File: config.mk
export PLATFORM = sky130hd
export DESIGN_NAME = uart_tx_fifo_flat
export DESIGN_NICKNAME = d
export VERILOG_FILES = /design/src/rtl/uart_tx_fifo_if.sv /design/src/rtl/uart_tx_fifo.sv /design/src/flat_wrapper.sv
export SDC_FILE = /design/constraint.sdc
export NUM_CORES = 1
export LEC_CHECK = 0
export ABC_AREA = 1
export CAP_MARGIN = 15
export CORE_AREA = 2 2 156 82
export DETAILED_ROUTE_END_ITERATION = 16
export DIE_AREA = 0 0 158 84
export GPL_ROUTABILITY_DRIVEN = 0
export PLACE_DENSITY = 0.8
export SETUP_SLACK_MARGIN = 0.1
export SYNTH_ARGS = -nofsm -noshare
export SYNTH_HDL_FRONTEND = slang
export SYNTH_SLANG_ARGS = --single-unit
File: constraint.sdc
create_clock -name clk -period 3.2 [get_ports clk]
set_clock_uncertainty 0.1 [all_clocks]
set_input_delay 0.48 -clock clk [delete_from_list [all_inputs] [get_ports clk]]
set_output_delay 0.48 -clock clk [all_outputs]
set_load 0.01 [all_outputs]
File: src/rtl/uart_tx_fifo_if.sv
// Producer/uarttx-facing signal bundle for uart_tx_fifo, with the drain FSM
// state exposed for observation.
interface uart_tx_fifo_if #(
  parameter int AW = 4
);
  logic          wr_en;
  logic [7:0]    wr_data;
  logic          flush;
  logic          tx_mon;
  logic          donetx;
  logic          newd;
  logic [7:0]    tx_data;
  logic          full;
  logic          empty;
  logic [AW:0]   count;
  logic          overflow;
  logic          busy;
  logic [1:0]    state;

  // Handshake: newd stays high with tx_data stable until the uarttx pulls
  // tx_mon low (start bit); the byte is finished on a rising edge of donetx.
  // A write is taken on any cycle with wr_en=1 and full=0; there is no ready.
  modport master (
    output wr_en, wr_data, flush, tx_mon, donetx,
    input  newd, tx_data, full, empty, count, overflow, busy, state
  );

  modport slave (
    input  wr_en, wr_data, flush, tx_mon, donetx,
    output newd, tx_data, full, empty, count, overflow, busy, state
  );
endinterface

File: src/rtl/uart_tx_fifo.sv
// Byte FIFO in front of a slow uarttx: queues producer writes and drains them
// one at a time through a newd / tx_mon / donetx handshake.
module uart_tx_fifo #(
  parameter int DEPTH = 16,
  parameter int AW    = 4
) (
  input  logic          clk,
  input  logic          rst,
  uart_tx_fifo_if.slave bus
);

  localparam logic [1:0] S_IDLE      = 2'd0;
  localparam logic [1:0] S_ISSUE     = 2'd1;
  localparam logic [1:0] S_WAIT_DONE = 2'd2;
  localparam logic [1:0] S_GAP       = 2'd3;

  localparam logic [AW:0] DEPTH_C = (AW+1)'(DEPTH);

  logic [7:0]    mem_q [DEPTH];
  logic [AW-1:0] wptr_q, wptr_d;
  logic [AW-1:0] rptr_q, rptr_d;
  logic [AW:0]   count_q, count_d;
  logic [1:0]    state_q, state_d;
  logic          gap_q, gap_d;
  logic          newd_q, newd_d;
  logic [7:0]    tx_data_q, tx_data_d;
  logic          overflow_q, overflow_d;
  logic          tx_mon_s1_q, tx_mon_s2_q;
  logic          donetx_s1_q, donetx_s2_q, donetx_prev_q;

  logic full, empty, wr_acc, pop;

  assign full   = (count_q == DEPTH_C);
  assign empty  = (count_q == '0);
  assign wr_acc = bus.wr_en && !full && !bus.flush;
  assign pop    = (state_q == S_IDLE) && !empty;

  // Flush wins over the pointer/count update but a same-cycle pop still loads tx_data.
  always_comb begin
    wptr_d     = wptr_q;
    rptr_d     = rptr_q;
    count_d    = count_q;
    tx_data_d  = tx_data_q;
    overflow_d = bus.wr_en && full;
    if (pop) begin
      tx_data_d = mem_q[rptr_q];
    end
    if (bus.flush) begin
      wptr_d  = '0;
      rptr_d  = '0;
      count_d = '0;
    end else begin
      if (wr_acc) wptr_d = wptr_q + AW'(1);
      if (pop)    rptr_d = rptr_q + AW'(1);
      count_d = count_q + (AW+1)'(wr_acc) - (AW+1)'(pop);
    end
  end

  always_comb begin
    state_d = state_q;
    gap_d   = gap_q;
    case (state_q)
      S_IDLE: begin
        if (!empty) state_d = S_ISSUE;
      end
      S_ISSUE: begin
        if (!tx_mon_s2_q) state_d = S_WAIT_DONE;
      end
      S_WAIT_DONE: begin
        if (donetx_s2_q && !donetx_prev_q) begin
          state_d = S_GAP;
          gap_d   = 1'b0;
        end
      end
      S_GAP: begin
        // Two cycles here keep a fresh newd away from a still-high donetx.
        if (gap_q) state_d = S_IDLE;
        else       gap_d   = 1'b1;
      end
      default: state_d = S_IDLE;
    endcase
    newd_d = (state_d == S_ISSUE);
  end

  always_ff @(posedge clk) begin
    if (wr_acc) mem_q[wptr_q] <= bus.wr_data;
  end

  always_ff @(posedge clk or posedge rst) begin
    if (rst) begin
      wptr_q        <= '0;
      rptr_q        <= '0;
      count_q       <= '0;
      state_q       <= S_IDLE;
      gap_q         <= 1'b0;
      newd_q        <= 1'b0;
      tx_data_q     <= 8'h00;
      overflow_q    <= 1'b0;
      tx_mon_s1_q   <= 1'b1;
      tx_mon_s2_q   <= 1'b1;
      donetx_s1_q   <= 1'b0;
      donetx_s2_q   <= 1'b0;
      donetx_prev_q <= 1'b0;
    end else begin
      wptr_q        <= wptr_d;
      rptr_q        <= rptr_d;
      count_q       <= count_d;
      state_q       <= state_d;
      gap_q         <= gap_d;
      newd_q        <= newd_d;
      tx_data_q     <= tx_data_d;
      overflow_q    <= overflow_d;
      tx_mon_s1_q   <= bus.tx_mon;
      tx_mon_s2_q   <= tx_mon_s1_q;
      donetx_s1_q   <= bus.donetx;
      donetx_s2_q   <= donetx_s1_q;
      donetx_prev_q <= donetx_s2_q;
    end
  end

  assign bus.newd     = newd_q;
  assign bus.tx_data  = tx_data_q;
  assign bus.full     = full;
  assign bus.empty    = empty;
  assign bus.count    = count_q;
  assign bus.overflow = overflow_q;
  assign bus.busy     = (state_q != S_IDLE);
  assign bus.state    = state_q;

endmodule

File: src/flat_wrapper.sv
// flat-port wrapper written by rule: the top's interface ports become plain ports
module uart_tx_fifo_flat 
#(
  parameter int DEPTH = 16,
  parameter int AW    = 4
)
  (clk, rst, bus_wr_en, bus_wr_data, bus_flush, bus_tx_mon, bus_donetx, bus_newd, bus_tx_data, bus_full, bus_empty, bus_count, bus_overflow, bus_busy, bus_state);
  uart_tx_fifo_if #(.AW(AW)) bus_i ();
  input  logic clk;
  input  logic rst;
  input wire logic [$bits(bus_i.wr_en)-1:0] bus_wr_en;
  input wire logic [$bits(bus_i.wr_data)-1:0] bus_wr_data;
  input wire logic [$bits(bus_i.flush)-1:0] bus_flush;
  input wire logic [$bits(bus_i.tx_mon)-1:0] bus_tx_mon;
  input wire logic [$bits(bus_i.donetx)-1:0] bus_donetx;
  output wire logic [$bits(bus_i.newd)-1:0] bus_newd;
  output wire logic [$bits(bus_i.tx_data)-1:0] bus_tx_data;
  output wire logic [$bits(bus_i.full)-1:0] bus_full;
  output wire logic [$bits(bus_i.empty)-1:0] bus_empty;
  output wire logic [$bits(bus_i.count)-1:0] bus_count;
  output wire logic [$bits(bus_i.overflow)-1:0] bus_overflow;
  output wire logic [$bits(bus_i.busy)-1:0] bus_busy;
  output wire logic [$bits(bus_i.state)-1:0] bus_state;
  assign bus_i.wr_en = bus_wr_en;
  assign bus_i.wr_data = bus_wr_data;
  assign bus_i.flush = bus_flush;
  assign bus_i.tx_mon = bus_tx_mon;
  assign bus_i.donetx = bus_donetx;
  assign bus_newd = bus_i.newd;
  assign bus_tx_data = bus_i.tx_data;
  assign bus_full = bus_i.full;
  assign bus_empty = bus_i.empty;
  assign bus_count = bus_i.count;
  assign bus_overflow = bus_i.overflow;
  assign bus_busy = bus_i.busy;
  assign bus_state = bus_i.state;
  uart_tx_fifo #(.DEPTH(DEPTH), .AW(AW)) u_core (.clk(clk), .rst(rst), .bus(bus_i));
endmodule
* Yosys cells after proc, flatten, opt, wreduce, memory -nomap -nowiden
Memory sizes are Yosys's and may differ from the RTL's. A register that Yosys moved wholly into a read port is not among the register bits.
Cells that the tools add are included.
** Word-level totals
- Bits in registers :: 23
- Bits in latches :: 0
- Bits in writable memories :: 128
- Memory bits (read-only) :: 0
- Bits of input ports :: 14
- Output and inout bits :: 20
- Logic and storage cells :: 53
- Memories kept :: 1
** Memory list
- u_core.mem_q :: depth 16, bits a word 8, rd ports 1, clocked after Yosys merged registers in 1, wr ports 1, RTL line uart_tx_fifo.sv:19 : logic [7:0] mem_q [DEPTH];
** Operators by class
- Add/subtract/negate cells :: 4
- $mul :: 0
- Div/mod/pow operators :: 0
- $lt $le $gt $ge :: 0
- Equal/unequal tests :: 6
- Shifts and indexed selects :: 0
- Muxes and demuxes :: 14
- Bitwise operators :: 0
- Reduce and logical (&&, ||, !) cells :: 16
** Operators by type and width (count)
- two-way mux 4 bit :: 4
- adder 4 x 1 -> 4 bit, second input constant :: 2
- two-way mux 2 bit :: 4
- case mux 2 bit (4 select lines) :: 1
- nonzero test 2 bit :: 4
- adder 5 x 1 -> 5 bit :: 1
- == test 5 bit, second input constant :: 1
- logical AND 1 bit :: 5
- zero test 5 bit :: 1
- two-way mux 5 bit :: 1
- subtractor 5 x 1 -> 5 bit :: 1
- == test 2 x 1 -> 1 bit, second input constant :: 2
- == test 2 bit, second input constant :: 2
- zero test 1 bit :: 4
- two-way mux 1 bit :: 3
- zero test 2 bit :: 1
- inequality test 2 x 1 -> 1 bit, second input constant :: 1
- case mux 1 bit (2 select lines) :: 1
- AND reduction 2 bit :: 1

* Logic depth before layout (Yosys ltp)
Gate-level depths: netlist of the first run.
- Depth in word-level cells :: 7
- Depth in mapped cells :: 16
- Mapped depth without buffers :: 15

* Least setup slack after synthesis of the first run
OpenSTA, ideal clock, no wires.
- Kind :: reg-to-reg
- Start :: register u_core.count_q[2], in the netlist u_core.bus.count[2]
- End :: register u_core.count_q[4], in the netlist u_core.bus.count[4]
- Setup time :: 0.077 ns
- Data arrival time :: 2.368 ns
- Required time :: 3.023 ns
- Slack :: 0.654 ns
- Cell stages (with the launch flop) :: 17
- Buffers on the path :: 1
- Clock period less this slack :: 2.546 ns
- Cells stage by stage :: dfrtp_1 -> inv_1 -> ha_1 -> nand4_1 -> nand2_1 -> inv_1 -> buf_2 -> ha_1 -> inv_1 -> ha_1 -> inv_1 -> fa_1 -> inv_1 -> a21oi_1 -> o21bai_1 -> o21ai_0 -> a21oi_1
** On the way
- Elaborated cells between the ends (all ways) :: 10
- Classes of those cells :: 2 x add/sub; 1 x eq/ne; 1 x mux; 6 x reduce/logical
** RTL lines
- start: declaration :: RTL line uart_tx_fifo.sv:22 : logic [AW:0] count_q, count_d;
- start signal: assignment :: RTL line uart_tx_fifo.sv:107 : count_q <= count_d;
- zero test 5 bit :: RTL line uart_tx_fifo.sv:34 : assign empty = (count_q == '0);
- zero test 1 bit :: RTL line uart_tx_fifo.sv:36 : assign pop = (state_q == S_IDLE) && !empty;
- logical AND 1 bit :: RTL line uart_tx_fifo.sv:36
- via u_core.pop :: RTL line uart_tx_fifo.sv:31 : logic full, empty, wr_acc, pop;
- subtractor 5 x 1 -> 5 bit :: RTL line uart_tx_fifo.sv:55 : count_d = count_q + (AW+1)'(wr_acc) - (AW+1)'(pop);
- two-way mux 5 bit :: RTL line uart_tx_fifo.sv:48 : if (bus.flush) begin
- via u_core.count_d[4] :: RTL line uart_tx_fifo.sv:22
The timed path passes the listed nets, and every way through them passes these cells.
A chain may end at the register's enable or synchronous reset.

* Worst setup path after layout of the first run
- Start :: register u_core.count_q[2], in the netlist u_core.bus.count[2]
- End :: register u_core.count_q[4], in the netlist u_core.bus.count[4]
** On the way
- Cells in the longest elaborated chain, start to end :: 7
- Elaborated cells between the ends (all ways) :: 10
- Classes of those cells :: 2 x add/sub; 1 x eq/ne; 1 x mux; 6 x reduce/logical
** RTL lines
- == test 5 bit :: RTL line uart_tx_fifo.sv:33 : assign full = (count_q == DEPTH_C);
- zero test 1 bit :: RTL line uart_tx_fifo.sv:35 : assign wr_acc = bus.wr_en && !full && !bus.flush;
- logical AND 1 bit (2 in series) :: RTL line uart_tx_fifo.sv:35
- adder 5 x 1 -> 5 bit :: RTL line uart_tx_fifo.sv:55
- subtractor 5 x 1 -> 5 bit (*) :: RTL line uart_tx_fifo.sv:55
- two-way mux 5 bit (*) :: RTL line uart_tx_fifo.sv:48
- via u_core.count_d[4] :: RTL line uart_tx_fifo.sv:22
Mark *: on every way through the listed nets, which the timed path passes. The rest lies on a longest branch.

==> out/summary.txt, run 1 <==
I/O Pins -> 34
Mapped Nets -> 721
Row cnt -> 29
Clk sinks -> 159
Clock power frac -> 32.7%
First-pass GRT wire length -> 25.97 mm
Clock tree from TritonCTS -> built
Initial DRT Pass Iterations -> 8
Crit path kind -> register to register
Final hold viol count -> 0
Worst setup SP type -> register
Syn_area_per_cell -> 10.09 um^2
Netlist cell types -> 27
I/O Buffers -> 33
Leakage -> 3.566 nW
Core box area -> 12,120 um^2
Die Y -> 84 um
Most common cell after layout, fill and taps aside -> nand2_1
WL final -> 16.68 mm
Max incr delay on CP -> 0.37 ns
Synth Instances -> 695
Worst-path clk slew -> 0.07 ns
H-tree depth -> 4
Peak supply drop -> 498.1 uV
Max clock buf depth -> 2
GR Overflow Total -> 0
Dominant cells by area after synthesis -> edfxtp_1 55%, nand2_1 11%, dfrtp_1 10%
Number of max-cap violations -> 0
Final setup TNS -> 0 ns
Area growth, synth to finish -> 16.22%
Final count of pins violating max slew -> 0
Die X -> 158 um
DP HPWL -> 10.74 mm
Post-synth top area share -> 54.83%
DR DRC count -> 0
Die footprint -> 13,270 um^2
Setup violations, final -> 0
Worst-path cell chain -> inv_1 > ha_1 > nand4_1 > nand2_1 > inv_1 > ha_1 > inv_1 > ha_1 > inv_1 > fa_1 > inv_1 > a21oi_1 > o21bai_1 > o21ai_0 > a21oi_1
PwrDens -> 771.0 nW/um^2
P_int -> 4.206 mW
1st-iter DRT viols -> 732
Post-DR vias/cell -> 5.465
Number of antenna violations at the first check in global routing -> 0
Crit path top cell by count -> inv_1
Worst-Skew Late Latency -> 0.43 ns
Fin crit period -> 2.872 ns
Final worst path period share -> 89.75%
Starting Density -> 57.85%
CTS root buffer -> clkbuf_16
Worst Path Arrival -> 3.13 ns
Comb pwr share -> 27.8%
CTS resizes -> 0
Final WS setup -> 0.3279 ns
Relative slew slack -> 26.01%
Worst hold-check path type -> register to register
Slowest-stage cell, CP -> dfrtp_1
Synth Register Bits -> 159
Nets -> 763
Layout cells sized above 1 -> 7.200%
Setup crit end kind -> register
Total CTS buffers -> 17
GR Util All Layers -> 27.10%
Register area share after synthesis -> 65.93%
Critical-path maximum fanout -> 13
Post-synthesis cell area -> 7010 um^2
Sequential share of power -> 39.5%
# diodes -> 0
Largest net degree at the start of global routing -> 67
Yosys top cell by area -> edfxtp_1
Final ANT Viol Nets -> 0
Slew @ Worst Pin -> 1.109 ns
RSZ-0062 raised after global routing -> false
WP buf/inv -> 5
Cell family with most CP delay -> adder cells
Syn. warnings -> 0
Outcome -> finished, final reports clean
Sw Share -> 33.05%
Hold_buf cts -> 0
Vias post-DR -> 5,028
Dpl ws -> 0.3896 ns
F_max -> 348.2 MHz
Critical Path RT -> 3.45 ns
Most frequent cells in the layout -> 209 x nand2_1, 128 x edfxtp_1, 126 x inv_1
Vias in the first global route -> 4,859
Avg WL per Cell -> 18.13 um
Number of post-CTS setup repair buffers -> 0
Switching pwr -> 2.077 mW
sequential cells by signal (all words and copies together), names as in the netlist, 2 cells and up:
signal / cells
u_core.bus.count: 5
u_core.bus.state: 2
u_core.bus.tx_data: 8
u_core.mem_q: 128
u_core.rptr_q: 4
u_core.wptr_q: 4
routing by layer:
layer | vias to the layer above | global-route usage, % | share of wire [%]
met1 | 2396 | 40.55 | 42
met5 | - | 0 | 0
met2 | 282 | 38.26 | 45
met4 | 0 | 10.07 | 1.8
met3 | 33 | 7.113 | 11
li1 | 2317 | - | -
worst paths after layout:
check,start,end,slack (ns),cells past startpoint
setup / recovery,u_core.bus.count[2],u_core.bus.count[4],0.33,15
hold / removal,u_core.donetx_s1_q,u_core.donetx_s2_q,0.26,0
min in group asynchronous,rst,u_core.bus.newd,0.33,3
hold reg to reg,u_core.donetx_s1_q,u_core.donetx_s2_q,0.26,0
setup reg to reg,u_core.bus.count[2],u_core.bus.count[4],0.33,15
max in group asynchronous,rst,u_core.tx_mon_s2_q,2.34,3
cells in the mapped netlist:
cell type,instances
clkinv_1,3
edfxtp_1,128
nor2_4,1
inv_2,1
inv_1,126
fa_1,1
a221oi_1,1
buf_2,18
dfstp_2,2
xor2_1,1
nor2b_1,1
o21bai_1,1
o2111ai_1,1
clkbuf_1,2
nand2_1,209
nor3_1,13
a21oi_1,6
nor2_1,14
dfrtp_1,29
o21ai_0,10
nand4_1,2
a31oi_1,1
nand3_1,104
buf_6,1
ha_1,11
buf_4,7
xnor2_1,1
kinds of logic after synthesis:
family | Yosys count | synth area share [%]
AO/OA/AOI/OAI | 20 | 1.589
adder cells (fa/ha/maj) | 12 | 2.249
AND/OR/NAND/NOR | 344 | 20.72
flip-flops | 159 | 65.93
buffers and inverters | 158 | 9.263
XOR/XNOR | 2 | 0.2499
power groups by stage:
stage	clock network [mW]	logic [mW]	registers (mW)
global route	2.17	1.91	2.50
detailed placement	0	1.69	2.52
floorplan	0	1.07	2.55
finish	2.05	1.74	2.48
global placement	0	1.64	2.51
CTS	2.07	1.72	2.48
area by class of cell:
class / instances / area, um^2
clock buffer: 18 / 450.4
clock inverter: 14 / 156.4
fill: 918 / 3971
inverter: 130 / 488.0
multi-input combinational: 378 / 1739
sequential: 159 / 4623
tap: 170 / 212.7
timing repair buffer: 51 / 478.0
per-stage QoR:
stage               cell area, um^2  utilization [%]  total power, mW  cells  hold WS (ns)
finish                         8148            67.23            6.282    920        0.2552
global route                   8148            67.23            6.573    920        0.2549
CTS                            8148            67.23            6.270    920        0.2550
detailed placement             7541            62.22            4.212    888        0.2393
global placement               7541            62.22            4.145    888        0.2360
floorplan                      7010                -            3.617    695        0.2312
Note: power is estimated with default switching activity, not from simulation.
==> inputs of run 2 (changes only) <==
- SLEW_MARGIN: not set -> 25
==> out/summary.txt, run 2 (synthesis gave the netlist of run 1 again) <==
Area growth, synth to finish -> 16.22% (unchanged)
Number of post-CTS setup repair buffers -> 0 (unchanged)
RSZ-0062 raised after global routing -> false
Cell family with most CP delay -> adder cells
Tot Pwr -> 6.281 mW (about the same)
Max clock buf depth -> 2 (unchanged)
First-pass GRT wire length -> 25.97 mm (unchanged)
GR Util All Layers -> 27.10% (unchanged)
Peak supply drop -> 497.8 uV (about the same)
Row cnt -> 29 (unchanged)
Min-Delay Startpoint -> u_core.donetx_s1_q
Dpl ws -> 0.3896 ns (unchanged)
Nets -> 763 (unchanged)
Final hold viol count -> 0 (unchanged)
Core box area -> 12,120 um^2 (unchanged)
CTS resizes -> 0 (unchanged)
Hold_buf cts -> 0 (unchanged)
Setup violations, final -> 0 (unchanged)
Most common cell after layout, fill and taps aside -> nand2_1
GR Overflow Total -> 0 (unchanged)
Setup crit start -> u_core.bus.count[2]
Avg WL per Cell -> 18.13 um (unchanged)
Worst Path Arrival -> 3.13 ns (about the same)
Outcome -> finished, final reports clean
Die footprint -> 13,270 um^2 (unchanged)
Worst-path cell chain -> inv_1 > ha_1 > nand4_1 > nand2_1 > inv_1 > ha_1 > inv_1 > ha_1 > inv_1 > fa_1 > inv_1 > a21oi_1 > o21bai_1 > o21ai_0 > a21oi_1
PwrDens -> 770.9 nW/um^2 (about the same)
Initial DRT Pass Iterations -> 8 (unchanged)
Worst hold-check path type -> register to register
Relative slew slack -> 46.47% (+20 points)
Number of max-cap violations -> 0 (unchanged)
Post-DR vias/cell -> 5.467 (about the same)
Max incr delay on CP -> 0.37 ns (about the same)
Final worst path period share -> 89.76% (about the same)
Final ANT Viol Nets -> 0 (unchanged)
Slew @ Worst Pin -> 0.8004 ns (-0.3083 ns)
DR DRC count -> 0 (unchanged)
Most frequent cells in the layout -> 209 x nand2_1, 128 x edfxtp_1, 125 x inv_1
Fill count -> 918 (unchanged)
F_max -> 348.1 MHz (about the same)
I/O Pins -> 34 (unchanged)
H-tree depth -> 4 (unchanged)
Final count of pins violating max slew -> 0 (unchanged)
Vias in the first global route -> 4,859 (unchanged)
Biggest register -> u_core.mem_q
Critical Path RT -> 3.45 ns (about the same)
Clock tree from TritonCTS -> built
R2R Path Start -> u_core.bus.count[2]
Starting Density -> 57.85% (unchanged)
DP HPWL -> 10.74 mm (unchanged)
Worst-Skew Late Latency -> 0.43 ns (about the same)
Die X -> 158 um (unchanged)
WL final -> 16.68 mm (unchanged)
Clk sinks -> 159 (unchanged)
Max reg flops -> 128 (unchanged)
1st-iter DRT viols -> 732 (unchanged)
Worst-path clk slew -> 0.07 ns (about the same)
Layout cells sized above 1 -> 7.333% (+0.13 points)
Total CTS buffers -> 17 (unchanged)
Critical-path maximum fanout -> 13 (unchanged)
Crit path top cell by count -> inv_1
Worst setup SP type -> register
Fin crit period -> 2.872 ns (+0.0002680 ns)
WP buf/inv -> 5 (unchanged)
# diodes -> 0 (unchanged)
Final WS setup -> 0.3276 ns (-0.0002680 ns)
Final setup TNS -> 0 ns (unchanged)
Vias post-DR -> 5,030 (+0.040%)
Die Y -> 84 um (unchanged)
CTS root buffer -> clkbuf_16
Slowest-stage cell, CP -> dfrtp_1
Number of antenna violations at the first check in global routing -> 0 (unchanged)
Setup crit end kind -> register
Crit path kind -> register to register
Largest net degree at the start of global routing -> 67 (unchanged)
Leakage -> 3.566 nW (about the same)
I/O Buffers -> 33 (unchanged)
## run 2: cell count changes in the layout (fill, tap and decap cells not counted)
cell | previous run | this run
inv_1 | 126 | 125
inv_2 | 1 | 2
## run 2: path summary, 6_finish.rpt
kind                                  endpoint  slack, ns  depth (start not counted)
min in group asynchronous      u_core.bus.newd       0.33                          3
hold / removal              u_core.donetx_s2_q       0.25                          0
setup / recovery           u_core.bus.count[4]       0.33                         15
setup reg to reg           u_core.bus.count[4]       0.33                         15
hold reg to reg             u_core.donetx_s2_q       0.25                          0
max in group asynchronous   u_core.tx_mon_s2_q       2.34                          3
## run 2: power by group
part | total, mW | switching, mW | internal, mW
clock network | 2.05 | 0.848 | 1.21
logic | 1.74 | 1.13 | 0.615
registers | 2.48 | 0.0998 | 2.38
## run 2: layout make-up
type | instances | area (um^2) | share of cell area (%)
well taps | 170 | 212.7 | 2.611
repair buffers | 51 | 478.0 | 5.866
clock buffers | 18 | 450.4 | 5.528
inverters | 130 | 488.0 | 5.989
multi-input cells | 378 | 1739 | 21.35
flip-flops and latches | 159 | 4623 | 56.74
clock inverters | 14 | 156.4 | 1.920
## run 2: per-stage QoR
stage | util (%) | hold WS [ns] | cell area [um^2] | cells
final | 67.23 | 0.2550 | 8148 | 920
after global routing | 67.23 | 0.2549 | 8148 | 920
after CTS | 67.23 | 0.2550 | 8148 | 920
after detailed placement | 62.22 | 0.2393 | 7541 | 888
after global placement | 62.22 | 0.2360 | 7541 | 888
after floorplan | - | 0.2312 | 7010 | 695
## run 2: routing by layer
metal	GRT usage [%]	up-vias	wire, um
met5	0	-	0
met4	10.07	0	312
met3	7.113	35	1915
met2	38.26	297	7441
met1	40.55	2380	7010
li1	-	2318	-
